===== config.mk =====
export PLATFORM = sky130hd
export DESIGN_NAME = dma_channel_sequencer
export DESIGN_NICKNAME = d
export VERILOG_FILES = /design/src/rtl/dma_pkg.sv /design/src/rtl/dma_channel_regs.sv /design/src/rtl/dma_channel_sequencer.sv
export SDC_FILE = /design/constraint.sdc
export NUM_CORES = 1
export LEC_CHECK = 0
export BUFFER_PORTS_ARGS = -buffer_cell sky130_fd_sc_hd__buf_2
export CAP_MARGIN = 10
export CORE_AREA = 3 3 98 119
export CTS_BUF_LIST = sky130_fd_sc_hd__clkbuf_4 sky130_fd_sc_hd__clkbuf_8
export DETAILED_ROUTE_END_ITERATION = 10
export DIE_AREA = 0 0 101 122
export GPL_ROUTABILITY_DRIVEN = 0
export PLACE_DENSITY = 0.58
export SLEW_MARGIN = 20
export SYNTH_ARGS = -nofsm -noshare
export SYNTH_HDL_FRONTEND = slang
export SYNTH_SLANG_ARGS = --single-unit

===== constraint.sdc =====
create_clock -name clk -period 3.85 [get_ports clk]
set_input_delay 0.9625 -clock clk [delete_from_list [all_inputs] [get_ports clk]]
set_output_delay 0.9625 -clock clk [all_outputs]
set_load 0.02 [all_outputs]

===== src/rtl/dma_pkg.sv =====
// Shared encodings and widths for the two-channel DMA sequencer.
package dma_pkg;

  localparam int unsigned AW = 8;

  // Sequencer state encoding
  localparam logic [2:0] ST_IDLE    = 3'd0;
  localparam logic [2:0] ST_REQ     = 3'd1;
  localparam logic [2:0] ST_GRANT   = 3'd2;
  localparam logic [2:0] ST_XFER    = 3'd3;
  localparam logic [2:0] ST_RELEASE = 3'd4;

  // Channel identifiers
  localparam logic CH_IO1 = 1'b0;
  localparam logic CH_IO2 = 1'b1;

  // Transfer direction
  localparam logic DIR_IO2MEM = 1'b1;
  localparam logic DIR_MEM2IO = 1'b0;

  // Per-channel programming payload
  typedef struct packed {
    logic [AW-1:0] addr;
    logic [AW-1:0] count;
    logic          dir;
  } chan_cfg_t;

endpackage


===== src/rtl/dma_channel_regs.sv =====
// Address/count/direction registers for one DMA channel.
module dma_channel_regs
  import dma_pkg::*;
(
  input  logic      clk,
  input  logic      rst,
  input  logic      load_i,
  input  chan_cfg_t cfg_i,
  input  logic      step_i,
  output chan_cfg_t regs_o,
  output logic      armed_o
);

  chan_cfg_t regs_q;

  // Load from config, or advance one word per transfer step
  always_ff @(posedge clk or posedge rst) begin
    if (rst) begin
      regs_q <= '0;
    end else if (load_i) begin
      regs_q <= cfg_i;
    end else if (step_i) begin
      regs_q.addr  <= regs_q.addr + AW'(1);
      regs_q.count <= regs_q.count - AW'(1);
    end
  end

  assign regs_o  = regs_q;
  assign armed_o = (regs_q.count != '0);

endmodule


===== src/rtl/dma_channel_sequencer.sv =====
// Two-channel round-robin DMA sequencer with bus hold handshake.
module dma_channel_sequencer
  import dma_pkg::*;
(
  input  logic          clk,
  input  logic          rst,
  input  logic          DREQ1,
  input  logic          DREQ2,
  input  logic          HACK,
  input  logic          cfg_we,
  input  logic          cfg_ch,
  input  logic [AW-1:0] cfg_addr,
  input  logic [AW-1:0] cfg_count,
  input  logic          cfg_dir,
  output logic          HREQ,
  output logic          DACK1,
  output logic          DACK2,
  output logic [AW-1:0] AB,
  output logic          Enable_memory,
  output logic          Enable_IO1,
  output logic          Enable_IO2,
  output logic          read_memory,
  output logic          read_io,
  output logic [AW-1:0] word_count,
  output logic          tc,
  output logic          busy
);

  logic [2:0]    state_q, state_d;
  logic          grant_q, grant_d;
  logic          last_q, last_d;
  logic          load1, load2, step1, step2;
  logic          cfg_block, req1, req2, cur_dreq, xfer_now;
  logic [AW-1:0] cnt_left, nx_addr, nx_count;
  chan_cfg_t     cfg_in, ch1, ch2, cur, nxt;
  logic          armed1, armed2;

  logic          hreq_q, hreq_d, dack1_q, dack1_d, dack2_q, dack2_d;
  logic          en_mem_q, en_mem_d, en_io1_q, en_io1_d, en_io2_q, en_io2_d;
  logic          rd_mem_q, rd_mem_d, rd_io_q, rd_io_d, tc_q, tc_d, busy_q, busy_d;
  logic [AW-1:0] ab_q, ab_d, wc_q, wc_d;

  assign cfg_in = {cfg_addr, cfg_count, cfg_dir};

  dma_channel_regs u_ch1 (
    .clk     (clk),
    .rst     (rst),
    .load_i  (load1),
    .cfg_i   (cfg_in),
    .step_i  (step1),
    .regs_o  (ch1),
    .armed_o (armed1)
  );

  dma_channel_regs u_ch2 (
    .clk     (clk),
    .rst     (rst),
    .load_i  (load2),
    .cfg_i   (cfg_in),
    .step_i  (step2),
    .regs_o  (ch2),
    .armed_o (armed2)
  );

  // Next state, arbitration, channel control and next output values
  always_comb begin
    state_d   = state_q;
    grant_d   = grant_q;
    last_d    = last_q;
    step1     = 1'b0;
    step2     = 1'b0;
    tc_d      = 1'b0;
    cfg_block = cfg_we && (state_q != ST_IDLE) && (cfg_ch == grant_q);
    load1     = cfg_we && (cfg_ch == CH_IO1) && !cfg_block;
    load2     = cfg_we && (cfg_ch == CH_IO2) && !cfg_block;
    req1      = DREQ1 && armed1;
    req2      = DREQ2 && armed2;
    cur       = (grant_q == CH_IO2) ? ch2 : ch1;
    cur_dreq  = (grant_q == CH_IO2) ? DREQ2 : DREQ1;
    cnt_left  = cur.count - AW'(1);
    xfer_now  = (state_q == ST_XFER);

    case (state_q)
      ST_IDLE: begin
        // A config write racing a request on the same channel lands first
        if (!(cfg_we && ((cfg_ch == CH_IO1 && DREQ1) || (cfg_ch == CH_IO2 && DREQ2))) &&
            (req1 || req2)) begin
          state_d = ST_REQ;
          if (req1 && req2) grant_d = (last_q == CH_IO2) ? CH_IO1 : CH_IO2;
          else              grant_d = req2 ? CH_IO2 : CH_IO1;
        end
      end
      ST_REQ: begin
        if (HACK) state_d = ST_GRANT;
      end
      ST_GRANT: begin
        state_d = HACK ? ST_XFER : ST_RELEASE;
      end
      ST_XFER: begin
        if (grant_q == CH_IO2) step2 = 1'b1;
        else                   step1 = 1'b1;
        if (cnt_left == '0) begin
          state_d = ST_RELEASE;
          tc_d    = 1'b1;
        end else if (!(cur_dreq && HACK)) begin
          state_d = ST_RELEASE;
        end
      end
      ST_RELEASE: begin
        if (!HACK) begin
          state_d = ST_IDLE;
          last_d  = grant_q;
        end
      end
      default: state_d = ST_IDLE;
    endcase

    // Outputs reflect the state and channel values after this edge
    nxt      = (grant_d == CH_IO2) ? ch2 : ch1;
    nx_addr  = nxt.addr + AW'(xfer_now);
    nx_count = nxt.count - AW'(xfer_now);
    hreq_d   = (state_d == ST_REQ) || (state_d == ST_GRANT) || (state_d == ST_XFER);
    dack1_d  = ((state_d == ST_GRANT) || (state_d == ST_XFER)) && (grant_d == CH_IO1);
    dack2_d  = ((state_d == ST_GRANT) || (state_d == ST_XFER)) && (grant_d == CH_IO2);
    en_mem_d = (state_d == ST_XFER);
    en_io1_d = (state_d == ST_XFER) && (grant_d == CH_IO1);
    en_io2_d = (state_d == ST_XFER) && (grant_d == CH_IO2);
    rd_io_d  = (state_d == ST_XFER) && (nxt.dir == DIR_IO2MEM);
    rd_mem_d = (state_d == ST_XFER) && (nxt.dir == DIR_MEM2IO);
    ab_d     = (state_d == ST_XFER) ? nx_addr : '0;
    wc_d     = (state_d != ST_IDLE) ? nx_count : '0;
    busy_d   = (state_d != ST_IDLE);
  end

  // State and registered outputs
  always_ff @(posedge clk or posedge rst) begin
    if (rst) begin
      state_q  <= ST_IDLE;
      grant_q  <= CH_IO1;
      last_q   <= CH_IO2;
      hreq_q   <= 1'b0;
      dack1_q  <= 1'b0;
      dack2_q  <= 1'b0;
      en_mem_q <= 1'b0;
      en_io1_q <= 1'b0;
      en_io2_q <= 1'b0;
      rd_mem_q <= 1'b0;
      rd_io_q  <= 1'b0;
      ab_q     <= '0;
      wc_q     <= '0;
      tc_q     <= 1'b0;
      busy_q   <= 1'b0;
    end else begin
      state_q  <= state_d;
      grant_q  <= grant_d;
      last_q   <= last_d;
      hreq_q   <= hreq_d;
      dack1_q  <= dack1_d;
      dack2_q  <= dack2_d;
      en_mem_q <= en_mem_d;
      en_io1_q <= en_io1_d;
      en_io2_q <= en_io2_d;
      rd_mem_q <= rd_mem_d;
      rd_io_q  <= rd_io_d;
      ab_q     <= ab_d;
      wc_q     <= wc_d;
      tc_q     <= tc_d;
      busy_q   <= busy_d;
    end
  end

  assign HREQ          = hreq_q;
  assign DACK1         = dack1_q;
  assign DACK2         = dack2_q;
  assign AB            = ab_q;
  assign Enable_memory = en_mem_q;
  assign Enable_IO1    = en_io1_q;
  assign Enable_IO2    = en_io2_q;
  assign read_memory   = rd_mem_q;
  assign read_io       = rd_io_q;
  assign word_count    = wc_q;
  assign tc            = tc_q;
  assign busy          = busy_q;

endmodule


---- Yosys cells after proc, flatten, opt, wreduce, memory -nomap -nowiden ----
Index checks and enable logic that the tools add are counted.
word-level totals
  register bits ........................... 65
  input bits .............................. 24
cells by class
  add/subtract/negate cells ............... 7
  equality and inequality tests ........... 8
  mux-type cells .......................... 27
  bitwise operators ....................... 4
  reduce and logical (&&, ||, !) cells .... 36
operators by type and width
  operator                                              count
  two-way mux 16 bit                                    4
  subtractor 8 x 1 -> 8 bit (second input constant)     3
  logical AND 1 bit                                     20
  two-way mux 3 bit                                     6
  two-way mux 17 bit                                    1
  adder 8 x 1 -> 8 bit (second input constant)          2
  two-way mux 8 bit                                     2
  nonzero test 8 bit                                    2
  case mux 3 bit (5 select lines)                       1
  equality test 3 x 2 -> 1 bit (second input constant)  4
  two-way mux 1 bit                                     12
  two-way mux 9 bit                                     1
  adder 8 x 1 -> 8 bit                                  1
  zero test 8 bit                                       1
  subtractor 8 x 1 -> 8 bit                             1
  equality test 3 x 1 -> 1 bit (second input constant)  2
  nonzero test 3 bit                                    2
  logical OR 1 bit                                      5
  inverter 1 bit                                        4
  nonzero test 2 bit                                    2
  equality test 3 bit (second input constant)           1
  zero test 3 bit                                       1
  zero test 1 bit                                       2
  AND reduction 2 bit                                   1
  equality test 1 bit                                   1

---- Longest topological paths before layout ----
  depth after elaboration ................. 11
  mapped depth ............................ 16
  depth with buffers taken out ............ 14

---- Modules after synthesis ----
From an unflattened synthesis, not the netlist that was laid out.
second synthesis, totals
  cells, all modules ...................... 389
  area total of the unflattened synthesis .. 3662.3 um2
modules (own cells, without submodules)
  module                 instances  cells an instance  area an instance (um2)
  dma_channel_regs       2          98                 928.4
  dma_channel_sequencer  1          193                1805.5

---- Worst setup path after synthesis ----
No wires, ideal clock.
  path type ............................... input -> register
  start point ............................. input port cfg_ch
  end point ............................... register ab_q[6], in the netlist AB[6]
  library setup time ...................... 0.087 ns
  data arrival time ....................... 3.267 ns
  data required time ...................... 3.763 ns
  slack ................................... 0.496 ns
  cell stages on the path ................. 14
  path buffers ............................ 2
  cells stage by stage .................... mux2i_1 -> o21ai_1 -> or2_1 -> buf_2 -> a21oi_2 -> buf_2 -> mux2_1 -> ha_1 -> ha_1 -> nand3_1 -> nor2_1 -> xor2_1 -> nor2_1 -> a211oi_2
on the way
  cells in the longest elaborated chain, start to end .. 11
ends and longest elaborated chain
  element                line                          text
  from (decl)            dma_channel_sequencer.sv:11   input logic cfg_ch,
  inverter 1 bit         dma_channel_sequencer.sv:86   if (!(cfg_we && ((cfg_ch == CH_IO1 && DREQ1) || (cfg_ch == CH_IO2 && DREQ2))) &&
  logical AND 1 bit      dma_channel_sequencer.sv:86
  logical OR 1 bit (*)   dma_channel_sequencer.sv:86
  logical AND 1 bit (*)  dma_channel_sequencer.sv:86
  zero test 1 bit (*)    dma_channel_sequencer.sv:86
  logical AND 1 bit (*)  dma_channel_sequencer.sv:86
  two-way mux 1 bit      dma_channel_sequencer.sv:86
  two-way mux 1 bit      dma_channel_sequencer.sv:83   case (state_q)
  two-way mux 17 bit     dma_channel_sequencer.sv:119  nxt = (grant_d == CH_IO2) ? ch2 : ch1;
  adder 8 x 1 -> 8 bit   dma_channel_sequencer.sv:120  nx_addr = nxt.addr + AW'(xfer_now);
  two-way mux 8 bit (*)  dma_channel_sequencer.sv:130  ab_d = (state_d == ST_XFER) ? nx_addr : '0;
  net ab_d[6]            dma_channel_sequencer.sv:41   logic [AW-1:0] ab_q, ab_d, wc_q, wc_d;
  to (signal assigned)   dma_channel_sequencer.sv:149  ab_q <= '0;
  to (signal assigned)   dma_channel_sequencer.sv:165  ab_q <= ab_d;
  to (decl)              dma_channel_sequencer.sv:41
Mark *: on every way through the listed nets, which the timed path passes. The rest lies on a longest branch.
A chain may end at the register's enable or synchronous reset.

---- Final worst setup path ----
  start point ............................. register u_ch1.regs_q, in the netlist u_ch1.regs_o[1]
  end point ............................... register ab_q[6], in the netlist AB[6]
on the way
  cells in the longest elaborated chain, start to end .. 9
ends and longest elaborated chain
  element                                                                            line                          text
  from (decl)                                                                        dma_channel_regs.sv:14        chan_cfg_t regs_q;
  from (signal assigned)                                                             dma_channel_regs.sv:21        regs_q <= cfg_i;
  parallel branches: the longest is 8 deep, another holds subtractor 8 x 1 -> 8 bit  -
  two-way mux 8 bit (*)                                                              dma_channel_sequencer.sv:130
  net ab_d[6]                                                                        dma_channel_sequencer.sv:41
Mark *: on every way through the listed nets, which the timed path passes.

==> reports/metrics.yaml <==
status:
  status: "finished, final reports clean"
floorplan:
  rows: 41
  start_util_pct: 35.0
  die_area_um2: 12300
  fp.dieW_um: 101
  coreArea_um2: 10600
  io_pins: 50
  die_h_um: 122
critical_path:
  ff2ff_path_depth: 14
  cpPeakStageDelay_ps: 440
  cp_top_family: "simple AND/OR/NAND/NOR gates"
  worst-path-buf-inv: 2
  worst-endpoint-required_ps: 4100
  crit_arrival_ps: 3620
  cp_slowest_cell: "dfrtp_1"
  end_kind: "flip-flop"
  path_cells: "inv_1 > ha_1 > nor3b_2 > a21bo_1 > or2_1 > a21oi_2 > buf_4 > mux2_1 > ha_1 > nand3_1 > nor2_1 > xor2_1 > nor2_1 > a211oi_2"
  cp_num_cells: 14
  crit_type: "reg -> reg"
  worstSetupStartpointType: "flip-flop"
  path_max_fanout: 15
synthesis:
  synthArstFlopShare_pct: 100
  synth-xor-area-share_pct: 7.10
  synth_compound_area_share_pct: 16.1
  synth-main-ff-cell: "dfrtp_1"
  synth-simple-area-share_pct: 22.2
  yosysSeqAreaShare_pct: 44.0
  synth_top_family_by_area: "simple AND/OR/NAND/NOR gates"
  synth_cell_types: 64
  synth_cells: 389
  netlist_area_um2: 3700
  synth_mux_area_share_pct: 2.91
  yosys_register_bits: 65
  syn_area_per_cell_um2: 9.51
  synthesis.nets: 421
  ys_warn_count: 0
  synth_adder_area_share_pct: 2.70
  synth_edf_count: 0
placed_design:
  dpl.hpwl_um: 7260
  pre_cts_slack_ps: 226
  placed_area_um2: 4050
  io_buffers: 49
power_and_ir_drop:
  clkPwrFrac_pct: 19.6
  swShare_pct: 42.7
  comb_power_share_pct: 42.1
  power.density_nw_per_um2: 802
  p_int_uw: 1970
  p_leak_uw: 0.00193
  switchingPower_uw: 1470
  seqPwrFrac_pct: 38.3
  peakVddDrop_mv: 0.202
global_route:
  grtUsageTotal_pct: 16.0
  grt_pass1_wl_um: 15400
  antenna_found_initial: 0
  grt_pass1_vias: 3108
  grt_max_degree: 52
  grt-ovfl-total: 0
detailed_routing:
  vias_per_cell: 5.36
  drc_errors: 0
  vias: 3055
  wl_um: 9500
  dr.pass1.iters: 4
  drt_iter0_drc: 213
  drtAntennaViolNets: 0
  wire_per_inst_um: 16.7
timing:
  fmax_ghz: 0.297
  final.period_utilization_pct: 87.5
  slew_headroom_pct: 41.7
  hold_viol: 0
  drv_slew: 0
  tightest_slew_ps: 873
  setup_slack_ps: 482
  setup_viol: 0
  finClkSkew_ps: 8.82
  rsz0062_at_grt: "no"
  whs_ps: 487
  tns_ps: 0
  fin_crit_ps: 3370
clocking:
  post_cts_resize_count: 0
  clock_sinks: 65
  numCtsBuffers: 9
  hold_buffers: 0
  clk_latency_ps: 350
  cts_tree: "done"
  cts_max_level: 3
  root_buffer: "clkbuf_8"
  post-cts-setup-buffers: 0
  cts_max_path_buffers: 2
  clk_pin_slew_ps: 70
cells_and_area:
  nNetsFinal: 468
  n_antenna_cell: 0
  drive_gt1_share_pct: 23.1
  fin_util_pct: 40.6
  final_design_area_no_fill_um2: 4290
  syn_to_final_growth_pct: 15.8
worst_hold_path:
  hold_class: "reg -> reg"
  holdPathStages: 2
run:
  maxCapViolCount: 0
## flip-flops by register name (all words and copies together) (netlist names), 3 cells and up
signal and flops:
AB 8, state_q 3, u_ch1.regs_o 17, u_ch2.regs_o 17, word_count 8
## layer usage
metal  wire length (um)  GRT usage (%)  share of wire (%)
met1               4230           20.5                 44
met3                498           3.38                5.2
met4                193           6.73                2.0
met5                  0              0                  0
met2               4580           25.9                 48
## path summary, 6_finish.rpt
kind                                      start                to  slack, ps
worst min-delay path            u_ch2.regs_o[0]   u_ch2.regs_o[0]        490
min in group asynchronous                   rst  u_ch2.regs_o[11]        780
worst max register to register  u_ch1.regs_o[1]             AB[6]        480
worst min register to register  u_ch2.regs_o[0]   u_ch2.regs_o[0]        490
max in group asynchronous                   rst             AB[7]       2410
worst max-delay path            u_ch1.regs_o[1]             AB[6]        480
## metrics by stage
stage               cells  power (uW)
floorplan             389        2370
global placement      554        2730
detailed placement    554        2760
CTS                   570        3450
global route          570        3680
finish                570        3440
## cell type report
type	count	area, um^2
flip-flops and latches	65	1630
multi-input cells	284	1890
well taps	129	161
clock buffers	14	174
repair buffers	56	298
fillers	1043	6280
inverters	20	78.8
clock inverters	2	60.1
## cell usage in the layout (no fill, tap or decap), types with 3 or more instances in the layout
cell type / count
mux2i_1: 4
nor2_1: 43
nor3_1: 11
xor2_1: 13
inv_1: 17
a211oi_1: 8
a221o_1: 9
a21oi_1: 3
a211oi_2: 7
buf_2: 49
clkbuf_4: 3
buf_4: 7
ha_1: 8
nand4_1: 5
o21ai_0: 22
clkbuf_8: 11
mux2_2: 4
xnor2_1: 17
nand3_1: 19
nand2b_1: 4
and2_1: 7
nand2_1: 40
a22oi_1: 3
nor4_1: 3
and3_1: 4
o21ai_1: 4
o211ai_1: 3
dfrtp_1: 64
## power groups by stage
stage	clock (uW)	combinational (uW)	sequential, uW
global route	722	1600	1360
floorplan	0	1110	1250
global placement	0	1420	1320
finish	674	1450	1320
CTS	691	1460	1310
detailed placement	0	1440	1320
## logic make-up after synthesis
kind of cell	count (synthesis)
muxes	10
AOI/OAI and AO/OA	77
buffers and inverters	40
and+or+nand+nor	159
DFF	65
xor gates and xnor gates	30
adders and majority gates	8
## synth_stat cells, drive strengths merged, types with 3 or more instances
library cell  number  area [um^2]
or2                3         18.8
nor4               5         43.8
a22oi              3         22.5
and3               4         25.0
o21ai             26          130
mux2i              4         40.0
inv               20         77.6
nor3              13         81.3
nand4              5         31.3
nor2              43          161
a21oi              4         23.8
clkbuf            12         48.8
nor3b              4         40.0
mux2               6         67.6
ha                 8          100
xnor2             17          149
nand3             19         95.1
o211ai             3         22.5
xor2              13          114
and2               7         43.8
buf                8         61.3
a31oi              4         46.3
nand2b             4         25.0
nand2             41          161
a211oi            15          148
a221o              9         90.1
dfrtp             64         1600
## tightest hold or removal path, cell delays in order (launching register included)
cell and delay [ps]:
dfrtp_1 350, nand2_1 50, nand2_1 60
Power figures use the tool's default switching activity.
